`src/rtl/valid_ready_round_robin_arbiter_if.sv`:
```
// Handshake bundle between REQUESTERS upstream valid-ready channels and the single shared downstream channel.
// The master modport is the environment side, the slave modport is the arbiter side.
interface valid_ready_round_robin_arbiter_if #(
  parameter int WIDTH      = 8,
  parameter int REQUESTERS = 4
);
  localparam int INDEX_WIDTH = (REQUESTERS > 1) ? $clog2(REQUESTERS) : 1;

  logic [REQUESTERS*WIDTH-1:0] request_data;
  logic [REQUESTERS-1:0]       request_valid;
  logic [REQUESTERS-1:0]       request_ready;
  logic [WIDTH-1:0]            output_data;
  logic                        output_valid;
  logic                        output_ready;
  logic [INDEX_WIDTH-1:0]      grant_index;

  modport master (
    output request_data, request_valid, output_ready,
    input  request_ready, output_data, output_valid, grant_index
  );

  modport slave (
    input  request_data, request_valid, output_ready,
    output request_ready, output_data, output_valid, grant_index
  );
endinterface

```
`src/rtl/valid_ready_round_robin_arbiter.sv`:
```
// Zero-latency round-robin arbiter sharing one valid-ready output among REQUESTERS inputs; the grant is held while stalled.
// Define VALID_READY_ROUND_ROBIN_ARBITER_BURST_EN to let a requester keep the grant for up to BURST_LENGTH transfers.
module valid_ready_round_robin_arbiter #(
  parameter int WIDTH        = 8,
  parameter int REQUESTERS   = 4,
  parameter int BURST_LENGTH = 4
) (
  input logic clock,
  input logic reset,
  valid_ready_round_robin_arbiter_if.slave bus
);
  localparam int INDEX_WIDTH = (REQUESTERS > 1) ? $clog2(REQUESTERS) : 1;
  localparam int unsigned COUNT = REQUESTERS;

  if (REQUESTERS < 2 || BURST_LENGTH < 1) begin : g_bad_params
    $error("valid_ready_round_robin_arbiter: REQUESTERS must be >= 2 and BURST_LENGTH >= 1");
  end

  logic [INDEX_WIDTH-1:0] pointer;
  logic [INDEX_WIDTH-1:0] pointer_next;
  logic [INDEX_WIDTH-1:0] locked_index;
  logic                   locked;

  logic [INDEX_WIDTH-1:0] search_index;
  logic                   found;
  logic [INDEX_WIDTH-1:0] grant;
  logic [INDEX_WIDTH-1:0] grant_succ;
  logic                   has_grant;
  logic                   grant_valid;
  logic                   transfer;
  logic                   stall;
  logic [REQUESTERS-1:0]  ready;

  // First valid requester at or after pointer, wrapping at REQUESTERS.
  always_comb begin
    int unsigned idx;
    search_index = '0;
    found        = 1'b0;
    idx          = 0;
    for (int unsigned k = 0; k < COUNT; k++) begin
      idx = int'(pointer) + k;
      if (idx >= COUNT) idx = idx - COUNT;
      if (!found && bus.request_valid[idx]) begin
        found        = 1'b1;
        search_index = idx[INDEX_WIDTH-1:0];
      end
    end
  end

  // Grant depends only on state and request_valid, never on output_ready.
  assign grant       = locked ? locked_index : search_index;
  assign has_grant   = !reset && (locked || found);
  assign grant_valid = has_grant && bus.request_valid[grant];
  assign grant_succ  = (int'(grant) == REQUESTERS - 1) ? '0 : grant + 1'b1;
  assign transfer    = grant_valid && bus.output_ready;
  assign stall       = grant_valid && !bus.output_ready;

  always_comb begin
    ready = '0;
    if (has_grant) ready[grant] = bus.output_ready;
  end

  assign bus.request_ready = ready;
  assign bus.output_valid  = grant_valid;
  assign bus.output_data   = has_grant ? bus.request_data[int'(grant)*WIDTH +: WIDTH] : '0;
  assign bus.grant_index   = has_grant ? grant : '0;

`ifdef VALID_READY_ROUND_ROBIN_ARBITER_BURST_EN
  localparam int COUNT_WIDTH = (BURST_LENGTH > 1) ? $clog2(BURST_LENGTH) : 1;

  logic [COUNT_WIDTH-1:0] burst_count;
  logic [COUNT_WIDTH-1:0] count_next;
  logic [INDEX_WIDTH-1:0] pointer_succ;
  logic                   continuing;
  int unsigned            done;

  assign pointer_succ = (int'(pointer) == REQUESTERS - 1) ? '0 : pointer + 1'b1;

  // While a burst is open the pointer parks on its owner; a nonzero count means pointer is the owner.
  always_comb begin
    pointer_next = pointer;
    count_next   = burst_count;
    continuing   = (burst_count != '0) && (grant == pointer);
    done         = continuing ? int'(burst_count) + 1 : 1;
    if (transfer) begin
      if (done < BURST_LENGTH) begin
        pointer_next = grant;
        count_next   = COUNT_WIDTH'(done);
      end else begin
        pointer_next = grant_succ;
        count_next   = '0;
      end
    end else if (burst_count != '0 && !locked && !bus.request_valid[pointer]) begin
      pointer_next = pointer_succ;
      count_next   = '0;
    end
  end

  always_ff @(posedge clock) begin
    if (reset) burst_count <= '0;
    else       burst_count <= count_next;
  end
`else
  always_comb begin
    pointer_next = pointer;
    if (transfer) pointer_next = grant_succ;
  end
`endif

  // Lock follows a stall; a transfer or a dropped valid releases it at the same edge.
  always_ff @(posedge clock) begin
    if (reset) begin
      pointer      <= '0;
      locked       <= 1'b0;
      locked_index <= '0;
    end else begin
      pointer <= pointer_next;
      locked  <= stall;
      if (stall) locked_index <= grant;
    end
  end
endmodule

```
`src/flat_wrapper.sv`:
```
// flat-port wrapper written by rule: the top's interface ports become plain ports
module valid_ready_round_robin_arbiter_flat 
#(
  parameter int WIDTH        = 8,
  parameter int REQUESTERS   = 4,
  parameter int BURST_LENGTH = 4
)
  (clock, reset, bus_request_data, bus_request_valid, bus_output_ready, bus_request_ready, bus_output_data, bus_output_valid, bus_grant_index);
  valid_ready_round_robin_arbiter_if #(.WIDTH(WIDTH), .REQUESTERS(REQUESTERS)) bus_i ();
  input logic clock;
  input logic reset;
  input wire logic [$bits(bus_i.request_data)-1:0] bus_request_data;
  input wire logic [$bits(bus_i.request_valid)-1:0] bus_request_valid;
  input wire logic [$bits(bus_i.output_ready)-1:0] bus_output_ready;
  output wire logic [$bits(bus_i.request_ready)-1:0] bus_request_ready;
  output wire logic [$bits(bus_i.output_data)-1:0] bus_output_data;
  output wire logic [$bits(bus_i.output_valid)-1:0] bus_output_valid;
  output wire logic [$bits(bus_i.grant_index)-1:0] bus_grant_index;
  assign bus_i.request_data = bus_request_data;
  assign bus_i.request_valid = bus_request_valid;
  assign bus_i.output_ready = bus_output_ready;
  assign bus_request_ready = bus_i.request_ready;
  assign bus_output_data = bus_i.output_data;
  assign bus_output_valid = bus_i.output_valid;
  assign bus_grant_index = bus_i.grant_index;
  valid_ready_round_robin_arbiter #(.WIDTH(WIDTH), .REQUESTERS(REQUESTERS), .BURST_LENGTH(BURST_LENGTH)) u_core (.clock(clock), .reset(reset), .bus(bus_i));
endmodule
```
`config.mk`:
```
export PLATFORM = sky130hd
export DESIGN_NAME = valid_ready_round_robin_arbiter_flat
export DESIGN_NICKNAME = d
export VERILOG_FILES = /design/src/rtl/valid_ready_round_robin_arbiter_if.sv /design/src/rtl/valid_ready_round_robin_arbiter.sv /design/src/flat_wrapper.sv
export SDC_FILE = /design/constraint.sdc
export NUM_CORES = 1
export LEC_CHECK = 0
export CORE_MARGIN = 3
export CORE_UTILIZATION = 34
export CTS_BUF_LIST = sky130_fd_sc_hd__clkbuf_2
export DETAILED_ROUTE_END_ITERATION = 16
export HOLD_SLACK_MARGIN = 0.02
export PLACE_DENSITY_LB_ADDON = 0.3
export SLEW_MARGIN = 25
export SYNTH_ARGS = -nofsm -noshare
export SYNTH_HDL_FRONTEND = slang
export SYNTH_SLANG_ARGS = --single-unit
export TNS_END_PERCENT = 20
```
`constraint.sdc`:
```
create_clock -name clock -period 2.23 [get_ports clock]
set_input_delay 0.446 -clock clock [delete_from_list [all_inputs] [get_ports clock]]
set_output_delay 0.446 -clock clock [all_outputs]
set_load 0.03 [all_outputs]
```
## Word-level counts from Yosys, hierarchy flattened

Cells that the tools add are included.
Widths: inputs -> output; s select.

| operators by class | value |
|---|---|
| $add $sub $neg | 8 |
| order comparisons | 10 |
| eq/ne operators | 1 |
| shift operators | 1 |
| multiplexer cells | 29 |
| bitwise gates (word level) | 1 |
| reductions and logical operators | 14 |

Operators with widths:

| operator | count |
|---|---|
| $lt 32x3->1 const B | 4 |
| $mux 32 | 4 |
| $ge 32x3->1 const B | 3 |
| $sub 32x3->32 const B | 3 |
| $shiftx 32x6->8 | 1 |
| $mux 2 | 7 |
| $bmux 1 s2 | 5 |
| $mux 1 | 10 |
| $logic_and 1x1->1 | 8 |
| $mux 8 | 1 |
| $add 2x2->3 const B | 2 |
| $logic_not 1->1 | 5 |
| $and 4x4->4 | 1 |
| $mux 4 | 1 |
| $sub 2x3->4 const B | 1 |
| $add 2x1->3 const B | 1 |
| $ge 2x3->1 const B | 1 |
| $lt 2x3->1 const B | 1 |
| $add 2x1->2 const B | 1 |
| $demux 1 s2 | 1 |
| $eq 2x1->1 const B | 1 |
| $ge 2x1->1 const B | 1 |
| $logic_or 1x1->1 | 1 |

| word-level totals | value |
|---|---|
| flip-flop bits (word level) | 5 |
| bits of input ports | 39 |
| output and inout port bits | 15 |

## Logic depth before layout (Yosys ltp)

| depth | value |
|---|---|
| word-level depth | 21 |
| depth in mapped cells | 9 |
| mapped depth without buffers | 7 |

## Least setup slack after synthesis

OpenSTA, ideal clock, no wires.

| path | value |
|---|---|
| path type | input port to output port |
| start | input bus_request_valid[1] |
| end | output bus_output_valid |
| arrival | 2.095 ns |
| required time | 1.784 ns |
| slack | -0.311 ns |
| cell stages on the path | 7 |
| buffers on the path | 1 |
| path through | buf_2 > nor2b_1 > o21ai_2 > a32oi_4 > inv_2 > and2_4 > nor3b_1 |

| on the way | value |
|---|---|
| longest elaborated chain between the ends | 16 |
| elaborated cells between the ends (all ways) | 28 |
| classes of those cells | mux: 19; reduce/logical: 9 |

Ends and longest elaborated chain:

| what | line | RTL |
|---|---|---|
| start, declared | flat_wrapper.sv:13 | `input wire logic [$bits(bus_i.request_valid)-1:0] bus_request_valid;` |
| $bmux 1 s2 | valid_ready_round_robin_arbiter.sv:43 | `if (!found && bus.request_valid[idx]) begin` |
| $mux 1 (implied by the code) | valid_ready_round_robin_arbiter.sv:43 |  |
| $mux 1 | valid_ready_round_robin_arbiter.sv:43 |  |
| $logic_not 1->1 | valid_ready_round_robin_arbiter.sv:43 |  |
| $logic_and 1x1->1 | valid_ready_round_robin_arbiter.sv:43 |  |
| $mux 1 | valid_ready_round_robin_arbiter.sv:43 |  |
| $logic_not 1->1 | valid_ready_round_robin_arbiter.sv:43 |  |
| $logic_and 1x1->1 | valid_ready_round_robin_arbiter.sv:43 |  |
| $mux 1 | valid_ready_round_robin_arbiter.sv:43 |  |
| $logic_not 1->1 | valid_ready_round_robin_arbiter.sv:43 |  |
| $logic_and 1x1->1 | valid_ready_round_robin_arbiter.sv:43 |  |
| $mux 2 | valid_ready_round_robin_arbiter.sv:43 |  |
| $mux 2 | valid_ready_round_robin_arbiter.sv:51 | `assign grant = locked ? locked_index : search_index;` |
| $bmux 1 s2 | valid_ready_round_robin_arbiter.sv:53 | `assign grant_valid = has_grant && bus.request_valid[grant];` |
| $mux 1 (implied by the code) | valid_ready_round_robin_arbiter.sv:53 |  |
| $logic_and 1x1->1 (*) | valid_ready_round_robin_arbiter.sv:53 |  |
| end, declared | flat_wrapper.sv:17 | `output wire logic [$bits(bus_i.output_valid)-1:0] bus_output_valid;` |

Every way passes the cells marked *; elsewhere a longest branch is shown, timed or not. The select of a mux whose other input is x is not followed.

## Final worst setup path

| path | value |
|---|---|
| start | register u_core.pointer[0] |
| end | output bus_output_data[4] |

| on the way | value |
|---|---|
| longest elaborated chain between the ends | 17 |
| elaborated cells between the ends (all ways) | 42 |
| classes of those cells | add/sub: 7; order compare: 4; shift: 1; mux: 22; reduce/logical: 8 |

Ends and longest elaborated chain:

| what | line | RTL |
|---|---|---|
| start, declared | valid_ready_round_robin_arbiter.sv:19 | `logic [INDEX_WIDTH-1:0] pointer;` |
| start signal, assigned | valid_ready_round_robin_arbiter.sv:117 | `pointer <= pointer_next;` |
| parallel branches: the longest is 16 deep, another holds $sub 32x3->32 | -- |  |
| $mux 8 (*) | valid_ready_round_robin_arbiter.sv:65 | `assign bus.output_data = has_grant ? bus.request_data[int'(grant)*WIDTH +: WIDTH] : '0;` |
| end, declared | flat_wrapper.sv:16 | `output wire logic [$bits(bus_i.output_data)-1:0] bus_output_data;` |

Mark *: on every way between the ends. The select of a mux whose other input is x is not followed.

==> results.json <==
{
  "status": "finished, violations left",
  "violations": "negative setup slack",
  "slowest_stage": "mux4_2",
  "p_clk_frac": 0.105,
  "required_ns": 1.78,
  "synthTopCellsByArea": "mux4_2 19%, dfxtp_1 12%, and2_1 7.5%, nor2b_1 4.5%, nor2_1 4.1%",
  "worstMarginPinSlew_ns": 0.322,
  "slew_headroom": 0.785,
  "synthArstFlopShare": 0,
  "critical_path.max_fanout": 4,
  "vias": 1052,
  "period_needed_ns": 2.47,
  "die_area_um2": 3070,
  "cp_slowest_stage_delay_ns": 0.50,
  "grt_max_degree": 16,
  "clkSlewWorstSetupHoldPaths_ns": 0.07,
  "finalCritPeriodShare": 1.11,
  "crit_path_start_kind": "register",
  "cp_cell_sequence": "nor2b_4, o21ai_2, a32oi_4, buf_6, mux4_2, and2_4, buf_6",
  "antennaDiodeCount": 0,
  "cp_top_family": "multiplexers",
  "syn2layout_area_growth_pct": 112,
  "synth_top_family_by_area": "compound AO/OA/AOI/OAI gates",
  "register_area_um2": 105,
  "yosysTopAreaCellShare": 0.190,
  "routed_wl_um": 3410,
  "postCtsHoldBufs": 0,
  "yosys-top-cells-count": "10 x and2_1, 9 x nor2_1, 7 x mux4_2, 6 x nor2b_1, 5 x dfxtp_1",
  "rows": 17,
  "drive_above_1_share": 0.577,
  "antenna_left": 0,
  "leakage_nw": 0.759,
  "viasPerCell": 5.18,
  "finalSetupViolations": 14,
  "skew_ns": 0.0125,
  "rsz0062_at_grt": "true",
  "power_frac_seq": 0.132,
  "fillCellCount": 157,
  "hp-class": "reg -> reg",
  "drcViolationCount": 0,
  "syn-num-nets": 131,
  "finalMaxSlewViolations": 0,
  "core_um2": 2250,
  "synthFlopType": "dfxtp_1",
  "finalHoldViolations": 0,
  "drt_iter0_drc": 51,
  "ys_warn_count": 0,
  "total_power_mw": 0.815,
  "layout.cells.non_filler": 203,
  "finalWorstSetupSlack_ns": -0.243,
  "muxShareOfSynthArea": 0.239,
  "fmax_ghz": 0.404,
  "yosys.area_share.simple": 0.274,
  "io_buffers": 53,
  "die_x_um": 55.4,
  "p_sw_mw": 0.320,
  "nNetsFinal": 216,
  "grt_first_pass_wirelength_um": 5750,
  "h-tree-depth": 1,
  "endpoint_kind": "output pin",
  "synth-compound-area-share": 0.274,
  "synth_adder_area_share": 0.0151,
  "insertion_delay_ns": 0.22,
  "synthCells": 91,
  "yosysMostFrequentCell": "and2_1",
  "grt_pass1_vias": 1214,
  "synth-edff-count": 0,
  "wl_per_cell_um": 16.8,
  "dp_cells": 195,
  "cts_root_buf": "clkbuf_2",
  "overflow": 0,
  "hpwlAfterDp_um": 2620,
  "dr.pass1.iters": 4,
  "die_height_um": 55.4,
  "synth_area_per_cell_um2": 9.13,
  "pin_count": 54,
  "synth_cell_types": 41,
  "antenna_found_initial": 0,
  "start_util": 0.368,
  "clockBufferDepth": 2,
  "globalRouteTotalUtil": 0.232,
  "synth_top_area_cell": "mux4_2",
  "crit_buf_inv": 2,
  "cts.sinks": 5,
  "cts_tree": "done",
  "ys_ff_latch": 5,
  "synth-seq-area-share": 0.120,
  "switching_share": 0.393,
  "cp.arrival_ns": 2.03,
  "p_per_area_nw_per_um2": 462,
  "routabilityCongestion": 0.864,
  "combPwrFrac": 0.763,
  "synthXorXnorAreaFrac": 0,
  "hold_ws_ns": 0.554,
  "cap_violations": 0,
  "multi_input_area_um2": 769,
  "path_class": "reg -> out",
  "power.internal_mw": 0.494,
  "cts_buffers": 3,
  "critPathMostFrequentCell": "buf_6",
  "peakVddDrop_uv": 349,
  "syn_area_um2": 831
}
## kinds of logic (layout without fill, tap and decap cells)
kind of cell             count (synthesis)  in the layout
buffers and inverters                   12             96
AND/OR/NAND/NOR                         39             39
adder cells (fa/ha/maj)                  1              1
flip-flops                               5              5
AO/OA/AOI/OAI                           25             25
multiplexers                             9              9
## path summary, 6_finish.rpt
check / cells past startpoint / startpoint / slack (ns) / to
max: 7 / u_core.pointer[0]$_SDFFE_PP0P_ / -0.24 / bus_output_data[4]
min: 2 / u_core.locked_index[0]$_SDFFE_PP0P_ / 0.55 / u_core.locked_index[0]$_SDFFE_PP0P_
max reg2reg: 11 / u_core.pointer[0]$_SDFFE_PP0P_ / 0.10 / u_core.locked_index[1]$_SDFFE_PP0P_
min reg2reg: 2 / u_core.locked_index[0]$_SDFFE_PP0P_ / 0.55 / u_core.locked_index[0]$_SDFFE_PP0P_
## per-stage QoR
stage / utilization / area (µm²) / setup slack (ns) / TNS [ns]
after floorplan: - / 883 / -0.136 / -1.01
after global routing: 0.782 / 1760 / -0.322 / -3.86
after global placement: 0.715 / 1610 / -1.13 / -14.53
after CTS: 0.772 / 1740 / -0.232 / -2.61
final: 0.782 / 1760 / -0.243 / -2.67
after detailed placement: 0.715 / 1610 / -1.17 / -15.36
## layout make-up
type	instances	share of cell area
flip-flops and latches	5	0.0596
inverters	6	0.0142
repair buffers	85	0.454
clock buffers	4	0.0114
well taps	28	0.0199
repair inverters	1	0.00426
multi-input cells	74	0.436
## registers in the layout, indices dropped and copies added (netlist names)
name,cells
u_core.locked,1
u_core.locked_index,2
u_core.pointer,2
## power groups by stage
stage | clock [mW] | sequential, mW | combinational [mW]
global route | 0.0931 | 0.108 | 0.661
detailed placement | 0 | 0.108 | 0.547
global placement | 0 | 0.108 | 0.531
floorplan | 0 | 0.107 | 0.311
finish | 0.0859 | 0.107 | 0.621
CTS | 0.0876 | 0.107 | 0.611
## worst reg2reg max path: stages (launching register included)
cell and delay, ns:
dfxtp_4 0.36, nor2b_4 0.14, o21ai_2 0.08, a32oi_4 0.27, buf_6 0.17, buf_6 0.10, inv_2 0.03, buf_6 0.12
a221oi_4 0.22, buf_4 0.18, nor3_2 0.05, mux2_4 0.28
## layer usage
metal | up-vias | wire length, µm | GRT usage
li1 | 514 | - | -
met2 | 27 | 2010 | 0.456
met4 | 0 | 35 | 0.0694
met5 | - | 0 | 0
met1 | 507 | 1270 | 0.251
met3 | 4 | 107 | 0.0304
## layout by cell type (no fill, tap or decap), drive strengths merged
master	synthesis	final
mux2	1	1
nor3	4	4
o21bai	1	1
a221oi	1	1
nand2	2	2
and3	1	1
nand3b	1	1
nor2b	7	7
nor2	9	9
o22ai	1	1
dfxtp	5	5
a22oi	1	1
a21o	2	2
nand2b	2	2
and2	11	11
o311ai	2	2
buf	5	50
a21boi	1	1
o21a	1	1
clkbuf	1	4
a2111o	1	1
a21oi	3	3
inv	6	6
nand3	1	1
ha	1	1
o41ai	1	1
mux4	8	8
clkdlybuf4s15	0	1
o21ai	7	7
nor3b	1	1
clkdlybuf4s50	0	34
a32oi	2	2
clkinvlp	0	1
a311oi	1	1
## repair_timing
| item | 4_1_cts | 5_1_grt |
|---|---|---|
| pin swaps | 16 | 0 |
| cloned | 1 | 0 |
| setup buffers | 4 | 0 |
| resized for setup | 105 | 5 |
| setup endpoints to repair | 19 | 16 |
(Power assumes the default switching activity.)
